==> config.mk <==
export PLATFORM = sky130hd
export DESIGN_NAME = mr_scoreboard
export DESIGN_NICKNAME = d
export VERILOG_FILES = /design/src/rtl/mr_scoreboard_pkg.sv /design/src/rtl/mr_sb_counter.sv /design/src/rtl/mr_scoreboard.sv
export SDC_FILE = /design/constraint.sdc
export NUM_CORES = 1
export LEC_CHECK = 0
export ABC_AREA = 1
export BUFFER_PORTS_ARGS = -buffer_cell sky130_fd_sc_hd__buf_2
export CORE_MARGIN = 3
export CORE_UTILIZATION = 46
export CTS_CLUSTER_DIAMETER = 30
export CTS_CLUSTER_SIZE = 25
export DETAILED_ROUTE_END_ITERATION = 8
export GPL_ROUTABILITY_DRIVEN = 0
export HOLD_SLACK_MARGIN = 0.03
export PLACE_DENSITY = 0.63
export SYNTH_ARGS = -nofsm -noshare
export SYNTH_HDL_FRONTEND = slang
export SYNTH_SLANG_ARGS = --single-unit
==> constraint.sdc <==
create_clock -name clk -period 2.7 [get_ports clk]
set_input_delay 0.405 -clock clk [delete_from_list [all_inputs] [get_ports clk]]
set_output_delay 0.405 -clock clk [all_outputs]
set_load 0.02 [all_outputs]
==> src/rtl/mr_scoreboard_pkg.sv <==
// Shared configuration for the mr_scoreboard issue interlock: register-file
// geometry, default counter width / in-flight limit and an x0 helper.
package mr_scoreboard_pkg;

  localparam int REG_ADDR_W       = 5;
  localparam int NUM_ARCH_REGS    = 32;
  localparam int CNT_W_DEF        = 2;
  localparam int MAX_INFLIGHT_DEF = 4;

  typedef logic [REG_ADDR_W-1:0] reg_addr_t;

  // x0 is hardwired to zero, so it never carries a pending write
  function automatic logic is_tracked(input reg_addr_t r);
    return (r != {REG_ADDR_W{1'b0}});
  endfunction

endpackage

==> src/rtl/mr_sb_counter.sv <==
// Per-register pending-write counter: saturating up/down with synchronous
// clear; a decrement at zero is ignored so the count never underflows.
module mr_sb_counter #(
  parameter int CNT_W = 2
) (
  input  logic clk,
  input  logic rst,
  input  logic clr_i,
  input  logic inc_i,
  input  logic dec_i,
  output logic nonzero_o,
  output logic sat_o
);

  logic [CNT_W-1:0] cnt_q;
  logic [CNT_W-1:0] cnt_d;
  logic             up_s;
  logic             down_s;

  assign nonzero_o = (cnt_q != {CNT_W{1'b0}});
  assign sat_o     = (cnt_q == {CNT_W{1'b1}});
  assign up_s      = inc_i && !sat_o;
  assign down_s    = dec_i && nonzero_o;

  // Next count: clear wins; a matched inc/dec pair cancels out
  always_comb begin
    cnt_d = cnt_q;
    if (clr_i) begin
      cnt_d = {CNT_W{1'b0}};
    end else if (up_s && !down_s) begin
      cnt_d = cnt_q + {{(CNT_W-1){1'b0}}, 1'b1};
    end else if (down_s && !up_s) begin
      cnt_d = cnt_q - {{(CNT_W-1){1'b0}}, 1'b1};
    end else begin
      cnt_d = cnt_q;
    end
  end

  // Count register
  always_ff @(posedge clk) begin
    if (rst) begin
      cnt_q <= {CNT_W{1'b0}};
    end else begin
      cnt_q <= cnt_d;
    end
  end

endmodule

==> src/rtl/mr_scoreboard.sv <==
// Decode-stage issue interlock: tracks writes issued but not yet written back
// and holds issue on RAW, WAW saturation or when the in-flight limit is hit.
module mr_scoreboard
  import mr_scoreboard_pkg::*;
#(
  parameter int CNT_W        = CNT_W_DEF,
  parameter int MAX_INFLIGHT = MAX_INFLIGHT_DEF
) (
  input  logic                              clk,
  input  logic                              rst,
  input  logic                              id_req,
  input  logic [REG_ADDR_W-1:0]             id_rs1,
  input  logic                              id_rs1_used,
  input  logic [REG_ADDR_W-1:0]             id_rs2,
  input  logic                              id_rs2_used,
  input  logic [REG_ADDR_W-1:0]             id_rd,
  input  logic                              id_rd_wr,
  output logic                              issue_ready,
  input  logic                              wb_valid,
  input  logic [REG_ADDR_W-1:0]             wb_reg,
  input  logic                              flush,
  output logic                              busy,
  output logic [$clog2(MAX_INFLIGHT+1)-1:0] inflight,
  output logic                              err
);

  localparam int IW = $clog2(MAX_INFLIGHT+1);

  logic [NUM_ARCH_REGS-1:0] nz_s;
  logic [NUM_ARCH_REGS-1:0] sat_s;
  logic                     ready_s;
  logic                     fire_wr_s;
  logic                     wb_hit_s;
  logic                     wb_dec_s;
  logic                     wb_err_s;
  logic [IW-1:0]            inflight_q;
  logic [IW-1:0]            inflight_d;
  logic                     busy_q;
  logic                     busy_d;
  logic                     err_q;
  logic                     err_d;

  assign nz_s[0]  = 1'b0;
  assign sat_s[0] = 1'b0;

  for (genvar i = 1; i < NUM_ARCH_REGS; i++) begin : g_cnt
    mr_sb_counter #(.CNT_W(CNT_W)) u_cnt (
      .clk       (clk),
      .rst       (rst),
      .clr_i     (flush),
      .inc_i     (fire_wr_s && (id_rd == REG_ADDR_W'(i))),
      .dec_i     (wb_valid && (wb_reg == REG_ADDR_W'(i))),
      .nonzero_o (nz_s[i]),
      .sat_o     (sat_s[i])
    );
  end

  // Hazard check against pre-writeback state: no same-cycle bypass
  always_comb begin
    ready_s = 1'b1;
    if (rst || flush) begin
      ready_s = 1'b0;
    end else if ((id_rs1_used && nz_s[id_rs1]) || (id_rs2_used && nz_s[id_rs2])) begin
      ready_s = 1'b0;
    end else if (id_rd_wr && is_tracked(id_rd) &&
                 (sat_s[id_rd] || (inflight_q == IW'(MAX_INFLIGHT)))) begin
      ready_s = 1'b0;
    end else begin
      ready_s = 1'b1;
    end
  end

  assign issue_ready = ready_s;
  assign fire_wr_s   = id_req && ready_s && id_rd_wr && is_tracked(id_rd);
  assign wb_hit_s    = wb_valid && is_tracked(wb_reg);
  assign wb_dec_s    = wb_hit_s && nz_s[wb_reg];
  assign wb_err_s    = wb_hit_s && !nz_s[wb_reg];

  // Total in-flight count, error flag and busy next state
  always_comb begin
    inflight_d = inflight_q;
    err_d      = err_q;
    if (flush) begin
      inflight_d = {IW{1'b0}};
    end else if (fire_wr_s && !wb_dec_s) begin
      inflight_d = inflight_q + {{(IW-1){1'b0}}, 1'b1};
    end else if (wb_dec_s && !fire_wr_s) begin
      inflight_d = inflight_q - {{(IW-1){1'b0}}, 1'b1};
    end else begin
      inflight_d = inflight_q;
    end
    if (wb_err_s && !flush) begin
      err_d = 1'b1;
    end else begin
      err_d = err_q;
    end
    busy_d = (inflight_d != {IW{1'b0}});
  end

  // State registers
  always_ff @(posedge clk) begin
    if (rst) begin
      inflight_q <= {IW{1'b0}};
      busy_q     <= 1'b0;
      err_q      <= 1'b0;
    end else begin
      inflight_q <= inflight_d;
      busy_q     <= busy_d;
      err_q      <= err_d;
    end
  end

  assign inflight = inflight_q;
  assign busy     = busy_q;
  assign err      = err_q;

endmodule

; Word-level counts from Yosys, hierarchy flattened
; Cells that the tools add are included.
[totals]
regBits = 67
latch_bits = 0
wordCells = 637
romBits = 0
memories = 0
inputBits = 28
ram_bits = 0
[classes]
mux = 76
n_bitwise = 0
eq_ne = 94
div_mod_pow = 0
n_reduce_logical = 365
shifts = 0
add_sub_neg = 64
order_cmp = 4
multipliers = 0
[ops]
columns = op, count
row1 = logical AND 1 bit, 199
row2 = "== test 5 bit, second input constant", 32
row3 = two-way mux 2 bit, 62
row4 = nonzero test 2 bit, 62
row5 = logical NOT 1 bit, 97
row6 = "== test 5 x 4 -> 1 bit, second input constant", 16
row7 = "adder 2 x 1 -> 2 bit, second input constant", 31
row8 = "== test 2 bit, second input constant", 31
row9 = "subtractor 2 x 1 -> 2 bit, second input constant", 31
row10 = "== test 5 x 3 -> 1 bit, second input constant", 8
row11 = "< comparator 5 x 6 -> 1 bit, second input constant", 4
row12 = binary-select mux 1 bit (select 5 bit), 4
row13 = "== test 5 x 2 -> 1 bit, second input constant", 4
row14 = "== test 5 x 1 -> 1 bit, second input constant", 2
row15 = nonzero test 5 bit, 2
row16 = two-way mux 3 bit, 3
row17 = two-way mux 1 bit, 7
row18 = "adder 3 x 1 -> 3 bit, second input constant", 1
row19 = "== test 3 bit, second input constant", 1
row20 = logical OR 1 bit, 3
row21 = nonzero test 3 bit, 1
row22 = "subtractor 3 x 1 -> 3 bit, second input constant", 1
row23 = OR reduction 2 bit, 1

; Depth between registers and ports, before layout
; Gate-level depths: netlist of run 1.
[logic_depth]
ltp_word = 17
ltp_mapped = 21

; By module
; A second synthesis of run 1 with hierarchy kept.
[hier_totals]
hier_cells = 1185
hier_area_um2 = 6573.8
[by_module_without_submodules]
columns = mod, instances, cells_each, area_per_inst_um2
row1 = mr_sb_counter, 31, 23, 142.6
row2 = mr_scoreboard, 1, 472, 2152.1

; Least setup slack after synthesis of run 1
; Ideal clock, no wire load.
[synth_path]
path_type = input to register
startpoint = in id_rd[1]
endpoint = reg g_cnt[2].u_cnt.cnt_q[1]
required_ns = 2.578
cell_stages = 19
path_buffers = 1
setup_time_ns = 0.122
arrival_ns = 2.772
path_slack_ns = -0.194
cell_sequence = buf_4 inv_4 nand2_1 a21oi_1 nor2_1 nand2_1 nand2_1 nand3_1 nor2_1 nor2_2 nor2_2 nor3_1 nand3_1 nor2_1 ha_1 a21oi_1 o21ai_0 o21ai_0 a21oi_1
[synth_via]
elab_chain_len = 15
elab_cells_between_ends = 20
[synth_lines]
columns = element, line
row1 = "start, declared", mr_scoreboard.sv:16  ; input logic [REG_ADDR_W-1:0] id_rd,
row2 = binary-select mux 1 bit (select 5 bit), mr_scoreboard.sv:66  ; (sat_s[id_rd] || (inflight_q == IW'(MAX_INFLIGHT)))) begin
row3 = two-way mux 1 bit (implied by the code), mr_scoreboard.sv:66
row4 = logical OR 1 bit, mr_scoreboard.sv:66
row5 = logical AND 1 bit *, mr_scoreboard.sv:65  ; end else if (id_rd_wr && is_tracked(id_rd) &&
row6 = two-way mux 1 bit *, mr_scoreboard.sv:65
row7 = two-way mux 1 bit *, mr_scoreboard.sv:63  ; end else if ((id_rs1_used && nz_s[id_rs1]) || (id_rs2_used && nz_s[id_rs2])) begin
row8 = two-way mux 1 bit *, mr_scoreboard.sv:61  ; if (rst || flush) begin
row9 = via issue_ready, mr_scoreboard.sv:18  ; output logic issue_ready,
row10 = logical AND 1 bit * (3 in series), mr_scoreboard.sv:74  ; assign fire_wr_s = id_req && ready_s && id_rd_wr && is_tracked(id_rd);
row11 = logical AND 1 bit *, mr_scoreboard.sv:51  ; .inc_i (fire_wr_s && (id_rd == REG_ADDR_W'(i))),
row12 = logical AND 1 bit *, mr_sb_counter.sv:22  ; assign up_s = inc_i && !sat_o;
row13 = logical NOT 1 bit, mr_sb_counter.sv:32  ; end else if (down_s && !up_s) begin
row14 = logical AND 1 bit, mr_sb_counter.sv:32
row15 = nonzero test 2 bit (no source line), n/a
row16 = "end signal, assigned", mr_sb_counter.sv:42  ; cnt_q <= {CNT_W{1'b0}};
row17 = "end signal, assigned", mr_sb_counter.sv:44  ; cnt_q <= cnt_d;
row18 = "end, declared", mr_sb_counter.sv:15  ; logic [CNT_W-1:0] cnt_q;
; Mark *: on every way through the listed nets, which the timed path passes. The rest lies on a longest branch. The select of a mux whose other input is x is not followed.
; A chain may end at the register's enable or synchronous reset.

; Worst setup path after layout of run 1
[layout_path]
startpoint = reg g_cnt[5].u_cnt.cnt_q[0]
endpoint = reg g_cnt[3].u_cnt.cnt_q[1]
[layout_via]
elab_chain_len = 16
elab_cells_between_ends = 26
[layout_lines]
columns = element, line
row1 = "start, declared", mr_sb_counter.sv:15
row2 = "start signal, assigned", mr_sb_counter.sv:42
row3 = "start signal, assigned", mr_sb_counter.sv:44
row4 = == test 2 bit, mr_sb_counter.sv:21  ; assign sat_o = (cnt_q == {CNT_W{1'b1}});
row5 = binary-select mux 1 bit (select 5 bit), mr_scoreboard.sv:66
row6 = two-way mux 1 bit (implied by the code), mr_scoreboard.sv:66
row7 = logical OR 1 bit, mr_scoreboard.sv:66
row8 = logical AND 1 bit, mr_scoreboard.sv:65
row9 = two-way mux 1 bit, mr_scoreboard.sv:65
row10 = two-way mux 1 bit *, mr_scoreboard.sv:63
row11 = two-way mux 1 bit *, mr_scoreboard.sv:61
row12 = logical AND 1 bit * (3 in series), mr_scoreboard.sv:74
row13 = logical AND 1 bit *, mr_scoreboard.sv:51
row14 = logical AND 1 bit *, mr_sb_counter.sv:22
row15 = logical NOT 1 bit, mr_sb_counter.sv:32
row16 = logical AND 1 bit, mr_sb_counter.sv:32
row17 = nonzero test 2 bit (no source line), n/a
row18 = "end signal, assigned", mr_sb_counter.sv:42
row19 = "end signal, assigned", mr_sb_counter.sv:44
row20 = "end, declared", mr_sb_counter.sv:15
; Mark *: on every way between the ends. The rest lies on a longest branch, timed or not. The select of a mux whose other input is x is not followed.

==> results of run 1 <==
layout make-up:
type,count,area [sq um],share of cell area (%)
multi-input cells,657,3990,53.5
flip-flops and latches,67,1370,18.4
repair buffers,149,1180,15.8
inverters,108,425,5.71
clock buffers,12,267,3.58
well taps,140,175,2.35
clock inverters,4,47.5,0.639
cell families (layout without fill, tap and decap cells):
family	count (synthesis)	count (layout)	share of synthesized area, %
AO/OA/AOI/OAI	181	181	17.6
XOR/XNOR	24	24	3.95
adder cells (fa/ha/maj)	34	34	7.99
buffers and inverters	129	273	9.90
flip-flops	67	67	25.2
AND/OR/NAND/NOR	418	418	35.4
synth_stat cells (all sizes together):
library cell and number:
nand2 205, nand3 108, inv 107, o21ai 93
a21oi 75, dfxtp 67, nor2 67, ha 34
nor3 26, xor2 23, buf 11, clkbuf 10
o22ai 6, nand4 5, nor3b 3, o211ai 3
nand3b 2, a41oi 1, clkinv 1, nor4 1
o2111ai 1, o21a 1, o21bai 1, or3b 1
xnor2 1
registers in the layout, indices dropped and copies added, names as in the netlist:
register and count:
g_cnt.u_cnt.cnt_q 62, busy 1, err 1, inflight 3
worst reg2reg max path, stage by stage, from the launching register on:
cell     delay [ns]
dfxtp_1        0.32
nand2_1        0.12
nand2_1        0.15
nand4_1        0.18
nand2_1        0.09
nand3_1        0.10
nor2_2         0.05
nor2_2         0.13
nor2_4         0.07
buf_4          0.14
nor3_4         0.26
nand3_2        0.16
buf_4          0.18
nor2_4         0.11
ha_4           0.21
a21oi_2        0.09
o21ai_1        0.09
o21ai_1        0.12
a21oi_1        0.05
path summary, 6_finish.rpt:
kind                                 from                      end  slack (ns)  cells past startpoint
hold reg to reg                       err                      err        0.45                      2
hold / removal                        rst                      err        0.23                      2
setup / recovery  g_cnt[5].u_cnt.cnt_q[0]  g_cnt[3].u_cnt.cnt_q[1]       -0.02                     18
setup reg to reg  g_cnt[5].u_cnt.cnt_q[0]  g_cnt[3].u_cnt.cnt_q[1]       -0.02                     18
timing repair:
item | 4_1_cts | 5_1_grt
endpoints found under the hold margin | 0 | 0
hold buffers | 0 | 0
setup endpoints to repair | 51 | 63
resized for setup | 40 | 248
setup buffers | 4 | 19
gates cloned | 0 | 1
pin swaps | 2 | 35
power groups by stage:
stage          registers (mW)  logic, mW  clock network (mW)
2_1_floorplan            1.03      0.230                   0
3_3_place_gp             1.02      0.403                   0
3_5_place_dp             1.02      0.408                   0
4_1_cts                 0.999      0.431                1.27
5_1_grt                 0.999      0.526                1.31
6_report                0.999      0.491                1.25
layer usage:
metal	vias up	part of all wire, %
met5	-	0
met4	0	5.6
met3	72	7.2
met2	294	47
met1	2951	41
li1	3120	-
stage by stage:
step	hold WS, ns	worst slack [ns]	TNS, ns
2_1_floorplan	0.452	0.0453	0
3_3_place_gp	0.432	-0.574	-21.16
3_5_place_dp	0.461	-0.637	-26.06
4_1_cts	0.230	0.00423	0
5_1_grt	0.242	-0.166	-3.03
6_report	0.234	-0.0232	-0.0659
==> summary.txt, run 1 <==
status: finished with violations
violated checks: negative setup slack
global route total overflow: 0
min-delay worst type: in2reg
Least-Margin Pin Slew: 0.573 ns
met3 usage: 5.15%
layout cells sized above 1: 37.4%
max_cap viols: 0
vias per cell: 5.66
peak supply drop: 0.000405 V
placed cell count: 1,097
switch share: 28.3%
First DRT Iteration DRCs: 690
cell taking the most area after synthesis: dfxtp_1
Synth Register Bits: 67
# rows: 38
layout overhead on the synthesized area: 39.9%
Crit. End Element: flip-flop
Worst Path Max Fanout: 3
antenna-violating nets left: 0
design area: 7440 sq um
DRT Wirelength: 19,400 um
Die Ht: 114 um
slowest cell on the critical path: dfxtp_1
first drt pass iteration count: 7
crit path kind: reg2reg
Reg power frac: 36.4%
CTS H-tree depth: 3
Internal: 1.97 mW
Critical Path Max Stage Delay: 0.32 ns
Max Fclk: 0.367 GHz
CTS Buf Count: 9
Core ar.: 11,100 sq um
port buffer count: 33
Final Util: 67.2%
Worst-path clk slew: 0.06 ns
YS warnings: 0
cell area after synthesis: 5320 sq um
headroom to the max-slew limit: 61.8%
net count after synthesis: 915
CTS tree: done
Buffers & Inverters on Critical Path: 2
GRT Overall Usage: 29.1%
Clock Skews: 0.00911 ns
Non-Filler Instances: 1,137
Ports: 34
wire per inst: 17.1 um
Synth cell types: 37
# DRC: 0
root buffer cell: clkbuf_16
Final period util: 101%
DP Wirelength: 14,300 um
worst path cell trace: nand2_1, nand2_1, nand4_1, nand2_1, nand3_1, nor2_2, nor2_2, nor2_4, buf_4, nor3_4, nand3_2, buf_4, nor2_4, ha_4, a21oi_2, o21ai_1, o21ai_1, a21oi_1
most common cell after layout, fill and taps aside: nand2_1
WP data arrival: 2.96 ns
DP Area: 6280 sq um
max-slew violations: 0
antenna violations before repair: 0
met2 Use GR: 46.9%
RSZ-0062 raised after global routing: true
die area: 12,900 sq um
Gate Count Post-Synth: 853
clock buffer depth: 2
Starting Density: 48.0%
share of the yosys chip area belonging to registers: 25.2%
Period minus WS final: 2.72 ns
largest net degree at the start of global routing: 29
routed via count: 6,437
startpoint types: flip-flop
Worst Slack Setup Final: -0.0232 ns
Most Frequent Cell on Critical Path: nand2_1
die width: 114 um
commonest non-fill, non-tap cells in the layout: nand2_1 (156), buf_4 (101), nand3_1 (97)
NetSw: 0.776 mW
CTS Sinks: 67
share of the synthesized area in the top cell type: 25.2%
Net count, final: 1,054
global route hottest layer: met2
vias in the first global route: 5,920
ANT cells: 0
FILL cells: 933
clock group share of total power: 45.7%
Pleak: 3.19 nW
Syn Area/Cell: 6.24 sq um
M1 GR Usage: 35.8%
family with the most delay on the worst path: simple AND/OR/NAND/NOR gates
Clk Latency, worst-skew pair: 0.36 ns
first-pass GRT wire length: 29,300 um
Hold Vio Cnt, Final: 0
Overall Power: 2.74 mW
largest cells by area after synthesis: dfxtp_1 (25%), nand2_1 (14%), nand3_1 (10%), ha_1 (8.0%), o21ai_0 (7.7%)
CP required: 2.94 ns
logic gate share of total power: 17.9%
Pwr Density: 369 nW/um^2
# setup viols final: 3
(Power assumes the default switching activity.)
==> inputs of run 2 (changes only) <==
SKIP_CTS_REPAIR_TIMING = 1   (was unset)
==> run 2 against run 1 <==
Net effect: the run still ends with negative setup slack left; wire length fell by 1.4%; worst setup slack worse by 0.013 ns; flip-flop and latch count is the same; clock skew grew 0.0017 ns; final area down 1.5%; critical path depth grew 3; hold slack better by 0.0043 ns; critical endpoint is now g_cnt[28].u_cnt.cnt_q[1]; largest cell class unchanged.
==> summary.txt, run 2 (synthesis gave the netlist of run 1 again) <==
status: finished with violations (unchanged)
violated checks: negative setup slack (unchanged)
Die Ht: 114 um (unchanged)
NetSw: 0.767 mW (was 0.776 mW)
first-pass GRT wire length: 29,000 um (was 29,300 um)
Pleak: 3.13 nW (was 3.19 nW)
setup_tns: -0.0702 ns (was -0.0659 ns)
Reg power frac: 36.7% (was 36.4%)
Starting Density: 48.0% (unchanged)
crit path kind: in2reg (was reg2reg)
headroom to the max-slew limit: 63.2% (was 61.8%)
max_cap viols: 0 (unchanged)
largest net degree at the start of global routing: 29 (unchanged)
Met2 Routed Length: 8490 um (was 9040 um)
first drt pass iteration count: 6 (was 7)
Worst Slack Setup Final: -0.0361 ns (was -0.0232 ns)
max-slew violations: 0 (unchanged)
min-delay worst type: in2reg (unchanged)
root buffer cell: clkbuf_16 (unchanged)
worst path cell trace: buf_4, buf_6, nand2_2, clkinv_4, o21ai_4, nand4_1, nand2_1, nand3_1, nor2_2, nor2_2, nor2_4, nor2_4, nand3_4, buf_4, buf_8, nor3_4, ha_1, a21oi_2, o21ai_2, o21ai_2, a21oi_1 (was nand2_1, nand2_1, nand4_1, nand2_1, nand3_1, nor2_2, nor2_2, nor2_4, buf_4, nor3_4, nand3_2, buf_4, nor2_4, ha_4, a21oi_2, o21ai_1, o21ai_1, a21oi_1)
most flop-heavy register: g_cnt.u_cnt.cnt_q (unchanged)
startpoint types: input pin (was flip-flop)
clock buffer depth: 2 (unchanged)
GRT Overall Usage: 28.8% (was 29.1%)
Max Fclk: 0.365 GHz (was 0.367 GHz)
# rows: 38 (unchanged)
FILL cells: 959 (was 933)
Period minus WS final: 2.74 ns (was 2.72 ns)
layout overhead on the synthesized area: 37.8% (was 39.9%)
Least-Margin Pin Slew: 0.552 ns (was 0.573 ns)
R2R setup slack: -0.03 ns (was -0.02 ns)
# DRC: 0 (unchanged)
vias per cell: 5.67 (was 5.66)
Place WS: -0.637 ns (unchanged)
CTS Sinks: 67 (unchanged)
DP Wirelength: 14,300 um (unchanged)
commonest non-fill, non-tap cells in the layout: nand2_1 (169), buf_4 (103), nand3_1 (100) (was nand2_1 (156), buf_4 (101), nand3_1 (97))
logic gate share of total power: 17.4% (was 17.9%)
RSZ-0062 raised after global routing: true (unchanged)
routed via count: 6,418 (was 6,437)
Critical Path Max Stage Delay: 0.34 ns (was 0.32 ns)
Core ar.: 11,100 sq um (unchanged)
Highest Signal Layer: met4 (unchanged)
Net count, final: 1,048 (was 1,054)
Worst Path Max Fanout: 7 (was 3)
die area: 12,900 sq um (unchanged)
switch share: 28.2% (was 28.3%)
DRT Wirelength: 19,100 um (was 19,400 um)
WP depth: 21 (was 18)
# setup viols final: 6 (was 3)
CTS tree: done (unchanged)
hold depth: 2 (unchanged)
port buffer count: 33 (unchanged)
CP required: 2.93 ns (was 2.94 ns)
layout cells sized above 1: 34.3% (was 37.4%)
met1 wire length: 7740 um (was 7870 um)
Clock Skews: 0.0108 ns (was 0.00911 ns)
Buffers & Inverters on Critical Path: 5 (was 2)
Crit. End Element: flip-flop (unchanged)
most common cell after layout, fill and taps aside: nand2_1 (unchanged)
Ports: 34 (unchanged)
antenna violations before repair: 0 (unchanged)
routed wl met3: 1350 um (was 1390 um)
max reg flops: 62 (unchanged)
family with the most delay on the worst path: simple AND/OR/NAND/NOR gates (unchanged)
Worst-path clk slew: 0.05 ns (was 0.06 ns)
slowest cell on the critical path: ha_1 (was dfxtp_1)
ANT cells: 0 (unchanged)
CTS H-tree depth: 3 (unchanged)
wire per inst: 16.9 um (was 17.1 um)
die width: 114 um (unchanged)
Clk Latency, worst-skew pair: 0.35 ns (was 0.36 ns)
Final period util: 101% (about the same)
vias in the first global route: 5,883 (was 5,920)
CTS Buf Count: 9 (unchanged)
WP data arrival: 2.97 ns (was 2.96 ns)
global route total overflow: 0 (unchanged)
Hold Vio Cnt, Final: 0 (unchanged)
Internal: 1.96 mW (was 1.97 mW)
antenna-violating nets left: 0 (unchanged)
First DRT Iteration DRCs: 724 (was 690)
Pwr Density: 372 nW/um^2 (was 369 nW/um^2)
peak supply drop: 0.000407 V (was 0.000405 V)
clock group share of total power: 45.9% (was 45.7%)
Register-to-Register Path Depth: 18 (unchanged)
==> run 2: worst paths after layout <==
path                                 from                       end
setup / recovery                 id_rd[0]  g_cnt[28].u_cnt.cnt_q[1]
hold / removal                        rst                       err
setup reg to reg  g_cnt[5].u_cnt.cnt_q[0]  g_cnt[28].u_cnt.cnt_q[1]
hold reg to reg                       err                       err
==> run 2: final cells by class <==
| class | count | area (sq um) | share of cell area [%] |
|---|---|---|---|
| tap | 140 | 175 | 2.39 |
| timing repair buffer | 143 | 1100 | 15.0 |
| multi-input combinational | 657 | 3980 | 54.2 |
| clock buffer | 12 | 267 | 3.63 |
| inverter | 108 | 418 | 5.70 |
| clock inverter | 4 | 47.5 | 0.648 |
| sequential | 67 | 1350 | 18.4 |
==> run 2: power by group through the flow <==
stage          registers [mW]  clock network, mW  logic (mW)
2_1_floorplan            1.03                  0       0.230
3_3_place_gp             1.02                  0       0.403
3_5_place_dp             1.02                  0       0.408
4_1_cts                 0.999               1.27       0.409
5_1_grt                  1.00               1.31       0.511
6_report                 1.00               1.25       0.475
==> run 2: stage by stage <==
step / hold slack (ns) / util, % / area [sq um] / total power, mW / cells
after floorplan: 0.452 / - / 5330 / 1.26 / 853
after global placement: 0.432 / 56.7 / 6280 / 1.42 / 1097
after detailed placement: 0.461 / 56.7 / 6280 / 1.43 / 1097
after CTS: 0.230 / 59.5 / 6590 / 2.68 / 1113
after global routing: 0.246 / 66.2 / 7330 / 2.82 / 1131
final: 0.238 / 66.2 / 7330 / 2.73 / 1131
==> run 2: routing by layer <==
layer | vias up | GRT usage (%)
met2 | 302 | 45.4
met5 | - | 0
met3 | 106 | 5.62
met4 | 0 | 20.1
met1 | 2895 | 35.3
li1 | 3115 | -
==> inputs of run 3 (changes only) <==
PLACE_DENSITY = 0.6   (was 0.63)
clock period = 3.35 ns   (was 2.7 ns; I/O delays follow)
==> run 3 against run 2 <==
Net effect: hold slack better by 0.10 ns; global-route usage decreased by 0.51 points; highest routed layer unchanged; combinational power is 36% lower; cell count down 8.2%; wire length fell by 8.5%; the flow now finishes without violations; via count decreased by 9.0%; critical path type unchanged.
==> summary.txt, run 3 (synthesis gave the netlist of run 1 again) <==
status: finished, final reports clean (was finished with violations)
Pleak: 2.55 nW (was 3.13 nW)
Worst Path Max Fanout: 27 (was 7)
WP data arrival: 3.22 ns (was 2.97 ns)
Clk Latency, worst-skew pair: 0.35 ns (about the same)
max reg flops: 62 (unchanged)
# DRC: 0 (unchanged)
headroom to the max-slew limit: 51.5% (was 63.2%)
commonest non-fill, non-tap cells in the layout: nand2_1 (204), nand3_1 (107), inv_1 (101) (was nand2_1 (169), buf_4 (103), nand3_1 (100))
first drt pass iteration count: 6 (unchanged)
Net count, final: 957 (was 1,048)
CTS H-tree depth: 3 (unchanged)
DRT Wirelength: 17,500 um (was 19,100 um)
Max Fclk: 0.334 GHz
largest net degree at the start of global routing: 42 (was 29)
port buffer count: 33 (unchanged)
layout overhead on the synthesized area: 12.5% (was 37.8%)
clock buffer depth: 2 (unchanged)
Final period util: 89.4%
setup_tns: 0 ns (was -0.0702 ns)
peak supply drop: 0.000273 V (was 0.000407 V)
antenna violations before repair: 0 (unchanged)
vias in the first global route: 5,459 (was 5,883)
Final Util: 54.1% (was 66.2%)
routed via count: 5,843 (was 6,418)
die width: 114 um (unchanged)
layout cells sized above 1: 10.6% (was 34.3%)
ANT cells: 0 (unchanged)
global route total overflow: 0 (unchanged)
CP required: 3.58 ns (was 2.93 ns)
wire per inst: 16.9 um (about the same)
GRT Overall Usage: 28.3% (was 28.8%)
most flop-heavy register: g_cnt.u_cnt.cnt_q (unchanged)
startpoint types: input pin (unchanged)
CTS tree: done (unchanged)
max-slew violations: 0 (unchanged)
# rows: 38 (unchanged)
First DRT Iteration DRCs: 672 (was 724)
# setup viols final: 0 (was 6)
vias per cell: 5.63 (was 5.67)
die area: 12,900 sq um (unchanged)
Worst-path clk slew: 0.05 ns (about the same)
Hold Vio Cnt, Final: 0 (unchanged)
Clock Skews: 0.00754 ns (was 0.0108 ns)
first-pass GRT wire length: 28,500 um (was 29,000 um)
Die Ht: 114 um (unchanged)
RSZ-0062 raised after global routing: false (was true)
antenna-violating nets left: 0 (unchanged)
Period minus WS final: 3.00 ns
root buffer cell: clkbuf_16 (unchanged)
max_cap viols: 0 (unchanged)
CTS Buf Count: 9 (unchanged)
most common cell after layout, fill and taps aside: nand2_1 (unchanged)
crit path kind: in2reg (unchanged)
Core ar.: 11,100 sq um (unchanged)
min-delay worst type: in2reg (unchanged)
DP Wirelength: 13,600 um (was 14,300 um)
CTS Sinks: 67 (unchanged)
Overall Power: 2.05 mW (was 2.73 mW)
Least-Margin Pin Slew: 0.727 ns (was 0.552 ns)
Starting Density: 48.0% (unchanged)
Pwr Density: 342 nW/um^2 (was 372 nW/um^2)
Crit. End Element: flip-flop (unchanged)
Ports: 34 (unchanged)
[run 3: cell types whose count changed in the layout (fill, tap and decap cells not counted), moves of 15 or more]
cell and change:
o21ai_0 +63, a21oi_2 -16, o21ai_2 -16, inv_2 -38, nand2_1 +35, nor3_1 +15, nand2_2 -31, inv_1 +41
a21oi_1 +16, o21ai_1 -46, buf_4 -85
[run 3: power by group]
part	internal (mW)	switching [mW]	leakage, nW
registers	0.803	0.00329	0.540
logic	0.0944	0.211	1.87
clock network	0.585	0.350	0.141
[run 3: final timing paths]
kind	depth (start not counted)	slack, ns	end	startpoint
worst min register to register	2	0.45	err	err
worst max-delay path	20	0.35	g_cnt[8].u_cnt.cnt_q[1]	id_rd[1]
worst min-delay path	2	0.34	err	rst
worst max register to register	18	0.41	g_cnt[8].u_cnt.cnt_q[1]	g_cnt[1].u_cnt.cnt_q[1]
[run 3: stage by stage]
stage | instances | instance area (sq um) | hold WS (ns) | setup WS [ns]
after CTS | 1038 | 5980 | 0.332 | 0.353
after detailed placement | 1024 | 5700 | 0.445 | 0.000572
after floorplan | 853 | 5320 | 0.452 | 0.358
after global routing | 1038 | 5990 | 0.340 | 0.0385
after global placement | 1024 | 5700 | 0.432 | 0.0315
final | 1038 | 5990 | 0.338 | 0.354
[run 3: routing by layer]
layer | routed length [um] | track usage, % | share of wire (%) | vias up
met2 | 7690 | 43.5 | 44 | 261
met3 | 1490 | 7.27 | 8.5 | 38
met4 | 562 | 11.5 | 3.2 | 0
met5 | 0 | 0 | 0 | -
met1 | 7760 | 37.9 | 44 | 2621
li1 | - | - | - | 2923
[run 3: cell type report]
cell class | instances | area, sq um
Clock buffer | 11 | 243
Clock inverter | 3 | 40.0
Fill cell | 1122 | 5090
Inverter | 108 | 408
Multi-Input combinational cell | 657 | 3460
Sequential cell | 67 | 1340
Tap cell | 140 | 175
Timing Repair Buffer | 52 | 320
[run 3: critical path: stages]
cell	delay (ns)
buf_2	0.26
inv_4	0.10
nor2_4	0.24
o21ai_1	0.21
nand4_1	0.12
nand2_1	0.05
nand2_1	0.06
nor2_1	0.05
nor2_2	0.10
nor2_2	0.06
nor2_4	0.12
nand3_2	0.12
buf_12	0.20
nor3_1	0.19
buf_4	0.15
ha_1	0.24
a21oi_1	0.12
o21ai_0	0.11
o21ai_0	0.15
a21oi_1	0.05
